[config.mk]
export PLATFORM = sky130hd
export DESIGN_NAME = nsc_cmd_slave
export DESIGN_NICKNAME = d
export VERILOG_FILES = /design/src/rtl/nsc_cmd_pkg.sv /design/src/rtl/nsc_cmd_regfile.sv /design/src/rtl/nsc_cmd_slave.sv
export SDC_FILE = /design/constraint.sdc
export NUM_CORES = 1
export LEC_CHECK = 0
export CORE_UTILIZATION = 45
export DETAILED_ROUTE_END_ITERATION = 7
export PLACE_DENSITY = 0.7
export RECOVER_POWER = 50
export SLEW_MARGIN = 20
export SYNTH_ARGS = -nofsm -noshare
export SYNTH_HDL_FRONTEND = slang
export SYNTH_HIERARCHICAL = 1
export SYNTH_SLANG_ARGS = --single-unit
[constraint.sdc]
create_clock -name ACLK -period 9 [get_ports ACLK]
set_input_delay 1.35 -clock ACLK [delete_from_list [all_inputs] [get_ports ACLK]]
set_output_delay 1.35 -clock ACLK [all_outputs]
set_load 0.005 [all_outputs]
[src/rtl/nsc_cmd_pkg.sv]
// nsc_cmd_pkg: shared constants, response codes, FSM state types and helpers
// for the NSC helper-command AXI4 responder.
package nsc_cmd_pkg;

   localparam logic [31:0] ID_VALUE    = 32'h4E53_0001;
   localparam logic [15:0] ADDR_MASK   = 16'hFFFF;

   localparam logic [15:0] OFF_ID      = 16'h0000;
   localparam logic [15:0] OFF_CC      = 16'h3000;
   localparam logic [15:0] OFF_STATUS  = 16'h3004;
   localparam logic [15:0] OFF_SP_BASE = 16'h4000;
   localparam int          SP_COUNT    = 7;

   localparam int CC_BUSY    = 0;
   localparam int CC_DONE    = 1;
   localparam int CC_OVERRUN = 2;

   localparam logic [1:0] RESP_OKAY   = 2'b00;
   localparam logic [1:0] RESP_SLVERR = 2'b10;

   typedef enum logic [1:0] {W_IDLE, W_RESP, W_DRAIN} w_state_t;
   typedef enum logic       {R_IDLE, R_DATA}          r_state_t;

   // Word address (byte address bits [15:2]) hits one of SP0..SP6.
   function automatic logic sp_hit(input logic [13:0] waddr);
      return (waddr[13:3] == OFF_SP_BASE[15:5]) && (waddr[2:0] != 3'd7);
   endfunction

   // Byte-lane merge of new data into an existing word.
   function automatic logic [31:0] strb_merge(input logic [31:0] old_w,
                                              input logic [31:0] new_w,
                                              input logic [3:0]  strb);
      logic [31:0] res;
      res = old_w;
      for (int b = 0; b < 4; b++)
         if (strb[b]) res[8*b +: 8] = new_w[8*b +: 8];
      return res;
   endfunction

endpackage

[src/rtl/nsc_cmd_regfile.sv]
// nsc_cmd_regfile: address decode, byte-strobed SP/CC/STATUS storage and the
// combinational read mux. Addresses arrive as masked word addresses.
module nsc_cmd_regfile import nsc_cmd_pkg::*; (
   input  logic                      clk,
   input  logic                      rst_n,
   input  logic                      wr_en,
   input  logic [13:0]               wr_addr,
   input  logic [31:0]               wr_data,
   input  logic [3:0]                wr_strb,
   output logic                      wr_ok,
   input  logic [13:0]               rd_addr,
   output logic [31:0]               rd_data,
   output logic                      rd_ok,
   input  logic                      launch,
   input  logic                      complete,
   input  logic                      overrun,
   input  logic [31:0]               status_in,
   output logic                      busy,
   output logic [SP_COUNT-1:0][31:0] sp
);

   logic        done_q, ovr_q;
   logic [31:0] status_q;
   logic        wr_cc, wr_sp;

   assign wr_cc = (wr_addr == OFF_CC[15:2]);
   assign wr_sp = sp_hit(wr_addr);
   assign wr_ok = wr_cc || wr_sp;

   // Scratchpad storage, byte-strobed, writable at any time.
   always_ff @(posedge clk or negedge rst_n) begin
      if (!rst_n) begin
         sp <= '0;
      end else if (wr_en && wr_sp) begin
         for (int i = 0; i < SP_COUNT; i++)
            if (wr_addr[2:0] == 3'(i)) sp[i] <= strb_merge(sp[i], wr_data, wr_strb);
      end
   end

   // CC/STATUS: W1C clears first, then completion, then a new launch wins.
   always_ff @(posedge clk or negedge rst_n) begin
      if (!rst_n) begin
         busy     <= 1'b0;
         done_q   <= 1'b0;
         ovr_q    <= 1'b0;
         status_q <= '0;
      end else begin
         if (wr_en && wr_cc && wr_strb[0]) begin
            if (wr_data[CC_DONE])    done_q <= 1'b0;
            if (wr_data[CC_OVERRUN]) ovr_q  <= 1'b0;
         end
         if (complete) begin
            busy     <= 1'b0;
            done_q   <= 1'b1;
            status_q <= status_in;
         end
         if (overrun) ovr_q <= 1'b1;
         if (launch) begin
            busy   <= 1'b1;
            done_q <= 1'b0;
         end
      end
   end

   // Read mux; unmapped addresses read as zero with rd_ok low.
   always_comb begin
      rd_data = '0;
      rd_ok   = 1'b0;
      if (rd_addr == OFF_ID[15:2]) begin
         rd_ok   = 1'b1;
         rd_data = ID_VALUE;
      end else if (rd_addr == OFF_CC[15:2]) begin
         rd_ok   = 1'b1;
         rd_data = {29'b0, ovr_q, done_q, busy};
      end else if (rd_addr == OFF_STATUS[15:2]) begin
         rd_ok   = 1'b1;
         rd_data = status_q;
      end else if (sp_hit(rd_addr)) begin
         rd_ok = 1'b1;
         for (int i = 0; i < SP_COUNT; i++)
            if (rd_addr[2:0] == 3'(i)) rd_data = sp[i];
      end
   end

endmodule

[src/rtl/nsc_cmd_slave.sv]
// nsc_cmd_slave: AXI4 responder for helper commands. Holds the write/read
// FSMs and the command handoff. Optional macro NSC_SLVERR_EN turns illegal
// accesses into SLVERR responses; without it every response is OKAY.
//
// Handshakes: a transfer happens on a rising edge where valid and ready are
// both high; a source holds valid and its payload stable until that edge, and
// ready never waits on valid to rise.
module nsc_cmd_slave import nsc_cmd_pkg::*; (
   input  logic        ACLK,
   input  logic        ARESETN,
   input  logic [11:0] S_AXI_awid,
   input  logic [31:0] S_AXI_awaddr,
   input  logic [7:0]  S_AXI_awlen,
   input  logic [2:0]  S_AXI_awsize,
   input  logic [1:0]  S_AXI_awburst,
   input  logic        S_AXI_awvalid,
   output logic        S_AXI_awready,
   input  logic [31:0] S_AXI_wdata,
   input  logic [3:0]  S_AXI_wstrb,
   input  logic        S_AXI_wlast,
   input  logic        S_AXI_wvalid,
   output logic        S_AXI_wready,
   output logic [11:0] S_AXI_bid,
   output logic [1:0]  S_AXI_bresp,
   output logic        S_AXI_bvalid,
   input  logic        S_AXI_bready,
   input  logic [11:0] S_AXI_arid,
   input  logic [31:0] S_AXI_araddr,
   input  logic [7:0]  S_AXI_arlen,
   input  logic        S_AXI_arvalid,
   output logic        S_AXI_arready,
   output logic [11:0] S_AXI_rid,
   output logic [31:0] S_AXI_rdata,
   output logic [1:0]  S_AXI_rresp,
   output logic        S_AXI_rlast,
   output logic        S_AXI_rvalid,
   input  logic        S_AXI_rready,
   output logic        cmd_valid,
   input  logic        cmd_ready,
   output logic [31:0] cmd_opcode,
   output logic [31:0] cmd_way,
   output logic [31:0] cmd_row,
   output logic [31:0] cmd_arg0,
   output logic [31:0] cmd_arg1,
   output logic [31:0] cmd_arg2,
   output logic [31:0] cmd_arg3,
   input  logic        cmd_done,
   input  logic [31:0] cmd_status,
   output logic [1:0]  dbg_w_state,
   output logic        dbg_r_state
);

   w_state_t w_state;
   r_state_t r_state;

   logic        aw_held, w_held;
   logic [15:0] aw_addr_q;
   logic [11:0] aw_id_q;
   logic        aw_len_nz_q;
   logic [31:0] w_data_q;
   logic [3:0]  w_strb_q;
   logic        w_last_q;

   logic        aw_fire, w_fire, ar_fire;
   logic        wr_commit, reg_wr_en, reg_wr_ok, rd_ok, busy;
   logic [15:0] eff_addr, rd_addr;
   logic [11:0] eff_id;
   logic        eff_len_nz, eff_last;
   logic [31:0] eff_data, rd_data;
   logic [3:0]  eff_strb;
   logic [1:0]  commit_resp, drain_resp, rd_resp;
   logic        start_req, done_evt, launch, overrun;
   logic [SP_COUNT-1:0][31:0] sp;
   logic        unused_ok;

   assign aw_fire = S_AXI_awvalid && S_AXI_awready;
   assign w_fire  = S_AXI_wvalid && S_AXI_wready;
   assign ar_fire = S_AXI_arvalid && S_AXI_arready;

   // A channel latched earlier takes precedence over the live inputs.
   assign eff_addr   = aw_held ? aw_addr_q   : (S_AXI_awaddr[15:0] & ADDR_MASK);
   assign eff_id     = aw_held ? aw_id_q     : S_AXI_awid;
   assign eff_len_nz = aw_held ? aw_len_nz_q : (S_AXI_awlen != 8'd0);
   assign eff_data   = w_held  ? w_data_q    : S_AXI_wdata;
   assign eff_strb   = w_held  ? w_strb_q    : S_AXI_wstrb;
   assign eff_last   = w_held  ? w_last_q    : S_AXI_wlast;

   assign wr_commit = (w_state == W_IDLE) && (aw_held || aw_fire) && (w_held || w_fire);
   assign reg_wr_en = wr_commit && !eff_len_nz;
   assign rd_addr   = S_AXI_araddr[15:0] & ADDR_MASK;

`ifdef NSC_SLVERR_EN
   assign commit_resp = (eff_len_nz || !reg_wr_ok) ? RESP_SLVERR : RESP_OKAY;
   assign drain_resp  = RESP_SLVERR;
   assign rd_resp     = rd_ok ? RESP_OKAY : RESP_SLVERR;
`else
   assign commit_resp = RESP_OKAY;
   assign drain_resp  = RESP_OKAY;
   assign rd_resp     = RESP_OKAY;
`endif

   // Completion is only accepted once the command has been handed off.
   assign start_req = reg_wr_en && (eff_addr[15:2] == OFF_CC[15:2]) && eff_strb[0] && eff_data[CC_BUSY];
   assign done_evt  = cmd_done && busy && !cmd_valid;
   assign launch    = start_req && (!busy || done_evt);
   assign overrun   = start_req && busy && !done_evt;

   assign dbg_w_state = w_state;
   assign dbg_r_state = r_state;

   assign unused_ok = ^{S_AXI_awsize, S_AXI_awburst, S_AXI_arlen, S_AXI_awaddr[31:16],
                        S_AXI_araddr[31:16], eff_addr[1:0], rd_addr[1:0], rd_ok, reg_wr_ok};

   nsc_cmd_regfile u_regfile (
      .clk       (ACLK),
      .rst_n     (ARESETN),
      .wr_en     (reg_wr_en),
      .wr_addr   (eff_addr[15:2]),
      .wr_data   (eff_data),
      .wr_strb   (eff_strb),
      .wr_ok     (reg_wr_ok),
      .rd_addr   (rd_addr[15:2]),
      .rd_data   (rd_data),
      .rd_ok     (rd_ok),
      .launch    (launch),
      .complete  (done_evt),
      .overrun   (overrun),
      .status_in (cmd_status),
      .busy      (busy),
      .sp        (sp)
   );

   // Write FSM: latch AW and W independently, commit, drain bursts, respond.
   always_ff @(posedge ACLK or negedge ARESETN) begin
      if (!ARESETN) begin
         w_state       <= W_IDLE;
         S_AXI_awready <= 1'b0;
         S_AXI_wready  <= 1'b0;
         S_AXI_bvalid  <= 1'b0;
         S_AXI_bid     <= '0;
         S_AXI_bresp   <= RESP_OKAY;
         aw_held       <= 1'b0;
         w_held        <= 1'b0;
         aw_addr_q     <= '0;
         aw_id_q       <= '0;
         aw_len_nz_q   <= 1'b0;
         w_data_q      <= '0;
         w_strb_q      <= '0;
         w_last_q      <= 1'b0;
      end else begin
         case (w_state)
            W_IDLE: begin
               if (aw_fire) begin
                  aw_held       <= 1'b1;
                  aw_addr_q     <= S_AXI_awaddr[15:0] & ADDR_MASK;
                  aw_id_q       <= S_AXI_awid;
                  aw_len_nz_q   <= (S_AXI_awlen != 8'd0);
                  S_AXI_awready <= 1'b0;
               end else if (!aw_held) begin
                  S_AXI_awready <= 1'b1;
               end
               if (w_fire) begin
                  w_held       <= 1'b1;
                  w_data_q     <= S_AXI_wdata;
                  w_strb_q     <= S_AXI_wstrb;
                  w_last_q     <= S_AXI_wlast;
                  S_AXI_wready <= 1'b0;
               end else if (!w_held) begin
                  S_AXI_wready <= 1'b1;
               end
               if (wr_commit) begin
                  aw_held       <= 1'b0;
                  w_held        <= 1'b0;
                  S_AXI_awready <= 1'b0;
                  if (eff_len_nz && !eff_last) begin
                     w_state      <= W_DRAIN;
                     S_AXI_wready <= 1'b1;
                  end else begin
                     w_state      <= W_RESP;
                     S_AXI_wready <= 1'b0;
                     S_AXI_bvalid <= 1'b1;
                     S_AXI_bid    <= eff_id;
                     S_AXI_bresp  <= commit_resp;
                  end
               end
            end
            W_DRAIN: begin
               if (w_fire && S_AXI_wlast) begin
                  w_state      <= W_RESP;
                  S_AXI_wready <= 1'b0;
                  S_AXI_bvalid <= 1'b1;
                  S_AXI_bid    <= aw_id_q;
                  S_AXI_bresp  <= drain_resp;
               end
            end
            W_RESP: begin
               if (S_AXI_bready) begin
                  w_state       <= W_IDLE;
                  S_AXI_bvalid  <= 1'b0;
                  S_AXI_awready <= 1'b1;
                  S_AXI_wready  <= 1'b1;
               end
            end
            default: w_state <= W_IDLE;
         endcase
      end
   end

   // Read FSM: single-beat responses with registered data.
   always_ff @(posedge ACLK or negedge ARESETN) begin
      if (!ARESETN) begin
         r_state       <= R_IDLE;
         S_AXI_arready <= 1'b0;
         S_AXI_rvalid  <= 1'b0;
         S_AXI_rlast   <= 1'b0;
         S_AXI_rid     <= '0;
         S_AXI_rdata   <= '0;
         S_AXI_rresp   <= RESP_OKAY;
      end else begin
         case (r_state)
            R_IDLE: begin
               if (ar_fire) begin
                  r_state       <= R_DATA;
                  S_AXI_arready <= 1'b0;
                  S_AXI_rvalid  <= 1'b1;
                  S_AXI_rlast   <= 1'b1;
                  S_AXI_rid     <= S_AXI_arid;
                  S_AXI_rdata   <= rd_data;
                  S_AXI_rresp   <= rd_resp;
               end else begin
                  S_AXI_arready <= 1'b1;
               end
            end
            R_DATA: begin
               if (S_AXI_rready) begin
                  r_state       <= R_IDLE;
                  S_AXI_arready <= 1'b1;
                  S_AXI_rvalid  <= 1'b0;
                  S_AXI_rlast   <= 1'b0;
               end
            end
            default: r_state <= R_IDLE;
         endcase
      end
   end

   // Command handoff: snapshot SP0..SP6 on launch, hold until accepted.
   always_ff @(posedge ACLK or negedge ARESETN) begin
      if (!ARESETN) begin
         cmd_valid  <= 1'b0;
         cmd_opcode <= '0;
         cmd_way    <= '0;
         cmd_row    <= '0;
         cmd_arg0   <= '0;
         cmd_arg1   <= '0;
         cmd_arg2   <= '0;
         cmd_arg3   <= '0;
      end else if (launch) begin
         cmd_valid  <= 1'b1;
         cmd_opcode <= sp[0];
         cmd_way    <= sp[1];
         cmd_row    <= sp[2];
         cmd_arg0   <= sp[3];
         cmd_arg1   <= sp[4];
         cmd_arg2   <= sp[5];
         cmd_arg3   <= sp[6];
      end else if (cmd_valid && cmd_ready) begin
         cmd_valid <= 1'b0;
      end
   end

endmodule

# Yosys cells after proc, flatten, opt, wreduce, memory -nomap -nowiden
# Index checks and enable logic that the tools add are counted.
# totals
ff_bits	618
in_bits	187
word_cells	244
# op_classes
n_eq_ne	29
muxes	70
bitwise	1
reduce_logical	85
# ops
cell	count
$mux W32	12
$reduce_and A3 Y1	30
$mux W12	4
$eq A14 B12 Y1 const B	3
$mux W1	36
$pmux W12 S2	1
$eq A11 B10 Y1 const B	2
$logic_and A1 B1 Y1	20
$eq A3 B3 Y1 const B	6
$mux W16	1
$reduce_and A2 Y1	8
$reduce_bool A2 Y1	8
$logic_not A14 Y1	1
$mux W2	7
$eq A3 B2 Y1 const B	4
$ne A2 B2 Y1 const B	6
$reduce_bool A3 Y1	3
$ne A4 B4 Y1 const B	2
$pmux W1 S2	4
$reduce_and A4 Y1	2
$reduce_bool A8 Y1	1
$eq A3 B1 Y1 const B	2
$logic_not A3 Y1	2
$ne A3 B3 Y1 const B	2
other kinds (11)	18

# Depth between registers and ports, before layout
# Gate-level depths: netlist of run 1.
# logic_depth
word_depth	12
ltp_mapped	10
depth_no_buf	9

# Cells and area by module
# The synthesis of run 1 kept the hierarchy.
# modules_own_cells
mod	n_inst	cells_each	area_per_inst_um2	seq_area_each_um2
nsc_cmd_slave	1	910	14256.2	8883.5
nsc_cmd_regfile	1	924	12012.8	6481.2

# Worst setup path after synthesis of run 1
# No wires, ideal clock.
# synth_timing
path_type	input-to-reg
start	input port S_AXI_awlen[5]
end	register u_regfile/sp[112] (netlist bit)
t_arrival_ns	3.656
required_time_ns	8.875
setup_slack_ns	5.220
path_stages	8
path_buffers	1
cell_sequence	or4_1 o31ai_2 and2_1 nand3_2 or2_1 clkbuf_1 nor2_2 mux2_2
# synth_between
elab_chain_len	6
# synth_lines
element	line_no	text
from (decl)	nsc_cmd_slave.sv:13	input logic [7:0] S_AXI_awlen,
$reduce_bool A8 Y1	nsc_cmd_slave.sv:83	assign eff_len_nz = aw_held ? aw_len_nz_q : (S_AXI_awlen != 8'd0);
$mux W1	nsc_cmd_slave.sv:83	
$logic_not A1 Y1	nsc_cmd_slave.sv:89	assign reg_wr_en = wr_commit && !eff_len_nz;
$logic_and A1 B1 Y1	nsc_cmd_slave.sv:89	
via reg_wr_en	nsc_cmd_slave.sv:65	logic wr_commit, reg_wr_en, reg_wr_ok, rd_ok, busy;
$logic_and A1 B1 Y1	nsc_cmd_regfile.sv:34	end else if (wr_en && wr_sp) begin
$reduce_and A3 Y1 (no line)	-	
to (signal, indexed assignment)	nsc_cmd_regfile.sv:36	if (wr_addr[2:0] == 3'(i)) sp[i] <= strb_merge(sp[i], wr_data, wr_strb);
to (decl)	nsc_cmd_regfile.sv:19	output logic [SP_COUNT-1:0][31:0] sp
# The timed path passes the listed nets, and every way through them passes these cells.
# A chain may end at the register's enable or synchronous reset.

# Worst setup path after layout of run 1
# layout_timing
start	input port S_AXI_awlen[5]
end	register cmd_arg3[28]
# layout_between
elab_chain_len	8
# layout_lines
element	line_no	text
$reduce_bool A8 Y1	nsc_cmd_slave.sv:83	
$mux W1	nsc_cmd_slave.sv:83	
$logic_not A1 Y1	nsc_cmd_slave.sv:89	
$logic_and A1 B1 Y1	nsc_cmd_slave.sv:89	
$logic_and A1 B1 Y1 (3 in a row)	nsc_cmd_slave.sv:103	assign start_req = reg_wr_en && (eff_addr[15:2] == OFF_CC[15:2]) && eff_strb[0] && eff_data[CC_BUSY];
$logic_and A1 B1 Y1	nsc_cmd_slave.sv:105	assign launch = start_req && (!busy || done_evt);
to (signal assigned)	nsc_cmd_slave.sv:266	cmd_arg3 <= sp[6];
to (decl)	nsc_cmd_slave.sv:46	output logic [31:0] cmd_arg3,
# Every way passes these cells.

==> results of run 1 <==
cell type report:
type                       count  area, sq um
fill                        4612        24300
sequential                   614        15400
multi-input combinational   1093        10400
timing repair buffer         453         4540
clock buffer                  94         1850
tap                          765          957
clock inverter                22          234
inverter                      17         63.8
antenna                        3         7.51
layout by cell type (no fill, tap or decap), drive strengths merged, types with 31 or more instances in the layout:
cell / n
mux2: 686
dfrtp: 614
clkdlybuf4s50: 370
clkbuf: 99
o21ai: 72
nand2: 63
a221oi: 56
dlygate4sd3: 54
a21oi: 51
nor2: 31
power breakdown:
| group | switching, mW | leakage (nW) | internal (mW) |
|---|---|---|---|
| clock | 1.11 | 1.01 | 1.53 |
| sequential | 0.148 | 8.33 | 2.99 |
| combinational | 0.601 | 6.32 | 0.624 |
layer usage:
metal / routed length [microns] / part of all wire / vias up
met5: 13 / 0.00017 / -
met4: 2260 / 0.029 / 2
met3: 4270 / 0.056 / 154
met2: 38300 / 0.50 / 580
met1: 31800 / 0.41 / 9046
li1: - / - / 7546
critical path: stages:
cell           delay (ns)
dlygate4sd3_1        0.52
or4_1                0.56
o31ai_1              0.67
nand3_1              0.25
nor4_4               0.27
buf_12               0.61
buf_4                0.80
mux2_2               0.41
worst min path at each step:
stage	slack [ns]	depth (start not counted)	from	end
finish	0.47	2	aw_len_nz_q	aw_len_nz_q
global placement	0.46	2	aw_len_nz_q	aw_len_nz_q
floorplan	0.44	2	aw_len_nz_q	aw_len_nz_q
CTS	0.47	2	aw_len_nz_q	aw_len_nz_q
detailed placement	0.46	2	aw_len_nz_q	aw_len_nz_q
global route	0.50	1	cmd_way[19]	cmd_way[19]
through the flow:
stage | power (mW) | setup slack, ns
finish | 7.00 | 3.77
global route | 7.30 | 3.00
CTS | 7.07 | 4.22
detailed placement | 4.42 | 3.58
global placement | 4.36 | 3.65
floorplan | 3.89 | 5.22
==> results_dict.tcl, run 1 <==
set metrics [dict create \
    grt_max_degree 198 \
    required_ns 9.49 \
    syn_inst 1827 \
    min_period_over_period 0.581 \
    min_period_ns 5.23 \
    min_path_type "reg2reg" \
    setup_viol 0 \
    row_count 88 \
    root_buffer "clkbuf_16" \
    p_per_area_mw_per_mm2 210 \
    critPathCaptureType "register" \
    syn_area_sq_mm 0.0262 \
    start_kind "input port" \
    use_met3 0.0523 \
    stdcell_count 3061 \
    io_buffers 427 \
    fin_nets 2435 \
    slew_violations 339 \
    largest_reg_flops 224 \
    cp.arrival_ns 5.72 \
    crit_type "in2reg" \
    drc 0 \
    die_y_microns 243 \
    cts.repair.resized 0 \
    track_usage 0.260 \
    cts_inserted_buffers 66 \
    place_area_sq_mm 0.0313 \
    fin_tns_setup_ns 0 \
    ant_nets 0 \
    grt-busiest-layer "met2" \
    crit-reg2reg-launch "w_held" \
    violations "max-capacitance violations, max-slew violations" \
    drive_gt1_frac 0.304 \
    reg2regPathDepth 8 \
    slew-limit-headroom -1.60 \
    power.leakage_nw 15.7 \
    wl_per_cell_microns 25.0 \
    grt_pass1_wl_microns 115000 \
    hold_viol 0 \
    drt_iter0_drc 1130 \
    gr-usage-met1 0.336 \
    die_area_sq_mm 0.0593 \
    ir_drop_uv 126 \
    finalWirelength_microns 76600 \
    syn_to_final_growth_pct 27.4 \
    post-cts-setup-buffers 0 \
    via_per_inst 5.66 \
    r2r_end "cmd_arg3[28]" \
    fin_skew_ns 0.0185 \
    avgSynthCellArea_sq_um 14.4 \
    fin_util 0.579 \
    critical_path.endpoint "cmd_arg3[28]" \
    core_sq_mm 0.0577 \
    met2_usage 0.436 \
    cts.sinks 614 \
    crit_start "S_AXI_awlen[5]" \
    grt_overflow 0 \
    regMostFlops "u_regfile/sp" \
    antenna_found_initial 4 \
    vias 17300 \
    cts.path.max_buffers 3 \
    worst_pin_slew_ns 3.91 \
    fmax_ghz 0.191 \
    dr.pass1.iters 5 \
    ys_warn_count 6 \
    whs_ns 0.470 \
    clk_latency_ns 0.61 \
    post_cts_hold_buffer_count 0 \
    grt_pass1_vias 18200 \
    postLayoutCellArea_sq_mm 0.0334 \
    status "finished, violations left" \
    max-cap-violations 7 \
    dpl.hpwl_microns 49800 \
    cp_max_fo 143 \
    die_x_microns 243 \
    dp.cells 2940 \
    rsz0062_at_grt "no" \
    h-tree-depth 3 \
    io_pins 481 \
    initial_core_util 0.455 \
    cts_tree "built" \
    routabilityCongestion 0.845 \
    r2r_slack_ns 4.51 \
    path_clk_slew_ns 0.06 \
]
No activity file was read; power rests on OpenSTA's default activity.
==> run 2: changes to the inputs <==
- clock period: 9 -> 4.9 ns (I/O delays scaled with it)
==> results_dict.tcl, run 2 (synthesis gave the netlist of run 1 again) <==
set metrics [dict create \
    power.leakage_nw 16.0 \
    fin_tns_setup_ns 0 \
    slew-limit-headroom -1.32 \
    routabilityCongestion 0.848 \
    r2r_slack_ns 1.04 \
    cts_tree "built" \
    die_y_microns 243 \
    final_common_cell "dfrtp_1" \
    whs_endpoint "aw_len_nz_q" \
    post-cts-setup-buffers 0 \
    track_usage 0.258 \
    die_x_microns 243 \
    fmax_ghz 0.247 \
    via_per_inst 5.69 \
    regMostFlops "u_regfile/sp" \
    layout_common_cells "dfrtp_1, mux2_2, clkdlybuf4s50_1" \
    min_period_ns 4.04 \
    cts.repair.resized 0 \
    fin_skew_ns 0.0177 \
    rsz0062_at_grt "no" \
    io_pins 481 \
    drt_iter0_drc 1200 \
    setup_viol 0 \
    core_sq_mm 0.0577 \
    min_from "aw_len_nz_q" \
    min_period_over_period 0.825 \
    register_area_sq_mm 0.0154 \
    fillers 4625 \
    whs_path_depth 2 \
    cts.path.max_buffers 3 \
    start_kind "input port" \
    ir_drop_uv 220 \
    h-tree-depth 3 \
    path_clk_slew_ns 0.06 \
    max-cap-violations 3 \
    ant_nets 0 \
    cp_max_fo 47 \
    io_buffers 427 \
    required_ns 5.35 \
    crit_type "in2reg" \
    clk_latency_ns 0.59 \
    postLayoutCellArea_sq_mm 0.0336 \
    min_path_type "reg2reg" \
    violations "max-capacitance violations, max-slew violations" \
    initial_core_util 0.455 \
    grt_overflow 0 \
    die_area_sq_mm 0.0593 \
    multi_input_area_sq_mm 0.0104 \
    cp.arrival_ns 4.49 \
    dpl.hpwl_microns 50900 \
    hold_viol 0 \
    slew_violations 121 \
    r2r_end "S_AXI_rdata[22]" \
    worst_pin_slew_ns 3.48 \
    critPathCaptureType "register" \
    fin_nets 2450 \
    grt_max_degree 127 \
    reg2regPathDepth 3 \
    drive_gt1_frac 0.311 \
    row_count 88 \
    largest_reg_flops 224 \
    drc 0 \
    place_area_sq_mm 0.0314 \
    cts_inserted_buffers 68 \
    p_per_area_mw_per_mm2 386 \
    antenna_found_initial 8 \
    grt_pass1_vias 18400 \
    dr.pass1.iters 5 \
    root_buffer "clkbuf_16" \
    post_cts_hold_buffer_count 0 \
    wl_per_cell_microns 24.8 \
    status "finished, violations left" \
    finalWirelength_microns 76400 \
    grt_pass1_wl_microns 115000 \
    crit-reg2reg-launch "dbg_r_state" \
    vias 17500 \
    syn_to_final_growth_pct 28.2 \
    cts.sinks 614 \
]
[run 2: cell types whose count changed in the layout (fill, tap and decap cells not counted), moves of 2 or more]
| cell | delta |
|---|---|
| clkbuf_2 | +2 |
| buf_4 | +12 |
| clkbuf_1 | -8 |
| clkbuf_8 | +10 |
| clkbuf_16 | +4 |
| clkdlybuf4s50_1 | -62 |
| dlygate4sd3_1 | +62 |
| inv_6 | -3 |
| buf_16 | -3 |
| bufinv_16 | -2 |
| clkinv_8 | -2 |
| buf_12 | +5 |
| diode_2 | +3 |
[run 2: area by class of cell]
class                           instances  area share
Clock inverter                         14     0.00331
Sequential cell                       614       0.457
Tap cell                              765      0.0285
Antenna cell                            6    0.000447
Multi-Input combinational cell       1093       0.310
Inverter                               17     0.00190
Clock buffer                          102      0.0614
Timing Repair Buffer                  466       0.138
[run 2: how the worst max path moves through the flow]
stage,startpoint,end,slack (ns),depth (start not counted)
after floorplan,S_AXI_awlen[5],u_regfile/sp[112],1.74,8
after global placement,S_AXI_awlen[5],u_regfile/sp[37],0.66,8
after detailed placement,S_AXI_awlen[5],u_regfile/sp[36],0.61,8
after CTS,aw_held,u_regfile/sp[159],1.13,6
after global routing,ARESETN,u_regfile/sp[7],0.55,2
final,S_AXI_arvalid,S_AXI_rdata[22],0.86,3
[run 2: critical path: stages]
cell           delay, ns
dlygate4sd3_1       0.54
nand3_1             2.05
mux2_2              1.09
[run 2: stage by stage]
stage / cells / setup WS [ns] / hold slack [ns] / power (mW) / util
after floorplan: 1830 / 1.74 / 0.439 / 7.15 / -
after global placement: 2954 / 0.658 / 0.460 / 8.05 / 0.545
after detailed placement: 2954 / 0.611 / 0.463 / 8.14 / 0.545
after CTS: 3070 / 1.13 / 0.294 / 13.1 / 0.583
after global routing: 3076 / 0.554 / 0.496 / 13.5 / 0.583
final: 3077 / 0.857 / 0.473 / 13.0 / 0.583
[run 2: metal layers]
metal / track usage / vias up / part of all wire
li1: - / 7592 / -
met1: 0.337 / 9182 / 0.42
met2: 0.429 / 584 / 0.49
met3: 0.0456 / 131 / 0.058
met4: 0.0980 / 4 / 0.030
met5: 0 / - / 0.00034
[run 2: where the power goes]
part | switching (mW) | internal [mW]
clock | 2.00 | 2.95
combinational | 1.12 | 1.13
sequential | 0.272 | 5.50
total | 3.39 | 9.58
==> run 3: changes to the inputs <==
- clock period: 4.9 -> 3.85 ns (I/O delays scaled with it)
==> results_dict.tcl, run 3 (synthesis gave the netlist of run 1 again) <==
set metrics [dict create \
    comb_power_share 0.174 \
    antenna_found_initial 11 \
    die_x_microns 243 \
    fillers 4493 \
    grt_max_degree 93 \
    vias 17500 \
    layout_common_cells "dfrtp_1, mux2_2, clkdlybuf4s50_1" \
    dpl.hpwl_microns 53300 \
    post_cts_hold_buffer_count 0 \
    required_ns 4.32 \
    routabilityCongestion 0.845 \
    die_area_sq_mm 0.0593 \
    slowest_delay_ns 0.73 \
    io_buffers 427 \
    path_cells "buf_4 -> mux2_2 -> nor3b_2 -> nand3_2 -> nor3_2 -> nand2_1 -> mux2_2" \
    p_total_mw 16.7 \
    post-cts-setup-buffers 0 \
    stdcell_count 3111 \
    track_usage 0.265 \
    syn_to_final_growth_pct 29.2 \
    cp_top_family "simple AND/OR/NAND/NOR gates" \
    grt_overflow 0 \
    crit_slowest_cell "dfrtp_1" \
    cts.repair.resized 0 \
    max-cap-violations 2 \
    cts_tree "built" \
    final_common_cell "dfrtp_1" \
    reg2regPathDepth 7 \
    cp_max_fo 15 \
    regMostFlops "u_regfile/sp" \
    cts.path.max_buffers 3 \
    whs_path_depth 2 \
    min_period_ns 3.62 \
    drc 0 \
    swShare 0.262 \
    via_per_inst 5.64 \
    crit_type "reg2reg" \
    min_period_over_period 0.941 \
    power_frac_seq 0.440 \
    slew-limit-headroom -0.775 \
    fmax_ghz 0.276 \
    cp.depth 7 \
    ir_drop_uv 355 \
    crit_buf_inv 1 \
    largest_reg_flops 224 \
    cts.sinks 614 \
    io_pins 481 \
    rsz0062_at_grt "no" \
    grt_pass1_vias 18800 \
    whs_ns 0.478 \
    h-tree-depth 3 \
    drt_iter0_drc 1152 \
    slew_violations 137 \
    row_count 88 \
    ant_nets 0 \
    power.leakage_nw 16.1 \
    status "finished, violations left" \
    path_clk_slew_ns 0.06 \
    p_int_mw 12.3 \
    grt_pass1_wl_microns 118000 \
    wl_per_cell_microns 25.1 \
    switchingPower_mw 4.36 \
    cp.arrival_ns 4.10 \
    worst_pin_slew_ns 2.66 \
    cp_common_cell "mux2_2" \
    core_sq_mm 0.0577 \
    critPathCaptureType "register" \
    fin_nets 2478 \
    min_path_type "reg2reg" \
    dr.pass1.iters 5 \
    pwr-share-clk 0.385 \
    p_per_area_mw_per_mm2 492 \
    start_kind "register" \
    violations "max-capacitance violations, max-slew violations" \
    fin_skew_ns 0.0182 \
    fin_util 0.587 \
    drive_gt1_frac 0.316 \
    die_y_microns 243 \
    clk_latency_ns 0.60 \
    initial_core_util 0.455 \
    finalWirelength_microns 78200 \
    cts_inserted_buffers 67 \
    hold_viol 0 \
    root_buffer "clkbuf_16" \
    dp.cells 2984 \
    setup_viol 0 \
]
## run 3: changes by cell type in the layout (fill, tap and decap cells not counted), sizes merged
| cell | delta |
|---|---|
| clkinv | -5 |
| clkdlybuf4s50 | +21 |
| clkbuf | +13 |
| diode | +2 |
| bufinv | +3 |
| inv | +4 |
| clkinvlp | +1 |
| buf | +16 |
| dlygate4sd3 | -21 |
## run 3: worst min-delay path: stages (launching register included)
cell and delay (ns):
dfrtp_1 0.34, nand2_1 0.04, o21ai_0 0.06
## run 3: metrics by stage
step           setup slack [ns]  instance area (sq um)  setup TNS, ns
2_1_floorplan             0.760                  26200              0
3_3_place_gp            -0.0324                  31700         -0.301
3_5_place_dp            -0.0628                  31700         -0.551
4_1_cts                   0.258                  34000              0
5_1_grt                  0.0536                  33900              0
6_report                  0.226                  33900              0
## run 3: final cells by class
class	count	area, sq um	share of cell area
Antenna cell	8	20.0	0.000591
Timing Repair Buffer	495	4840	0.143
Sequential cell	614	15400	0.454
Tap cell	765	957	0.0283
Inverter	17	63.8	0.00188
Multi-Input combinational cell	1093	10400	0.308
Clock buffer	102	1990	0.0587
Clock inverter	17	223	0.00657
## run 3: path summary, 6_finish.rpt
check	endpoint	slack, ns	startpoint
worst max-delay path	u_regfile/sp[33]	0.23	aw_held
worst min-delay path	aw_len_nz_q	0.48	aw_len_nz_q
worst max register to register	u_regfile/sp[33]	0.23	aw_held
worst min register to register	aw_len_nz_q	0.48	aw_len_nz_q
max in group asynchronous	u_regfile/sp[21]	0.62	ARESETN
min in group asynchronous	cmd_way[5]	0.76	ARESETN
## run 3: per-layer routing
metal	track usage	wire length [microns]
met2	0.447	39400
met5	0	30
met4	0.0953	2020
met1	0.342	32200
met3	0.0485	4520
## run 3: power by group through the flow
stage | combinational (mW) | sequential, mW | clock (mW)
6_report | 2.91 | 7.34 | 6.42
5_1_grt | 3.14 | 7.40 | 6.82
4_1_cts | 2.97 | 7.34 | 6.55
3_5_place_dp | 2.96 | 7.45 | 0
3_3_place_gp | 2.87 | 7.41 | 0
2_1_floorplan | 1.76 | 7.34 | 0
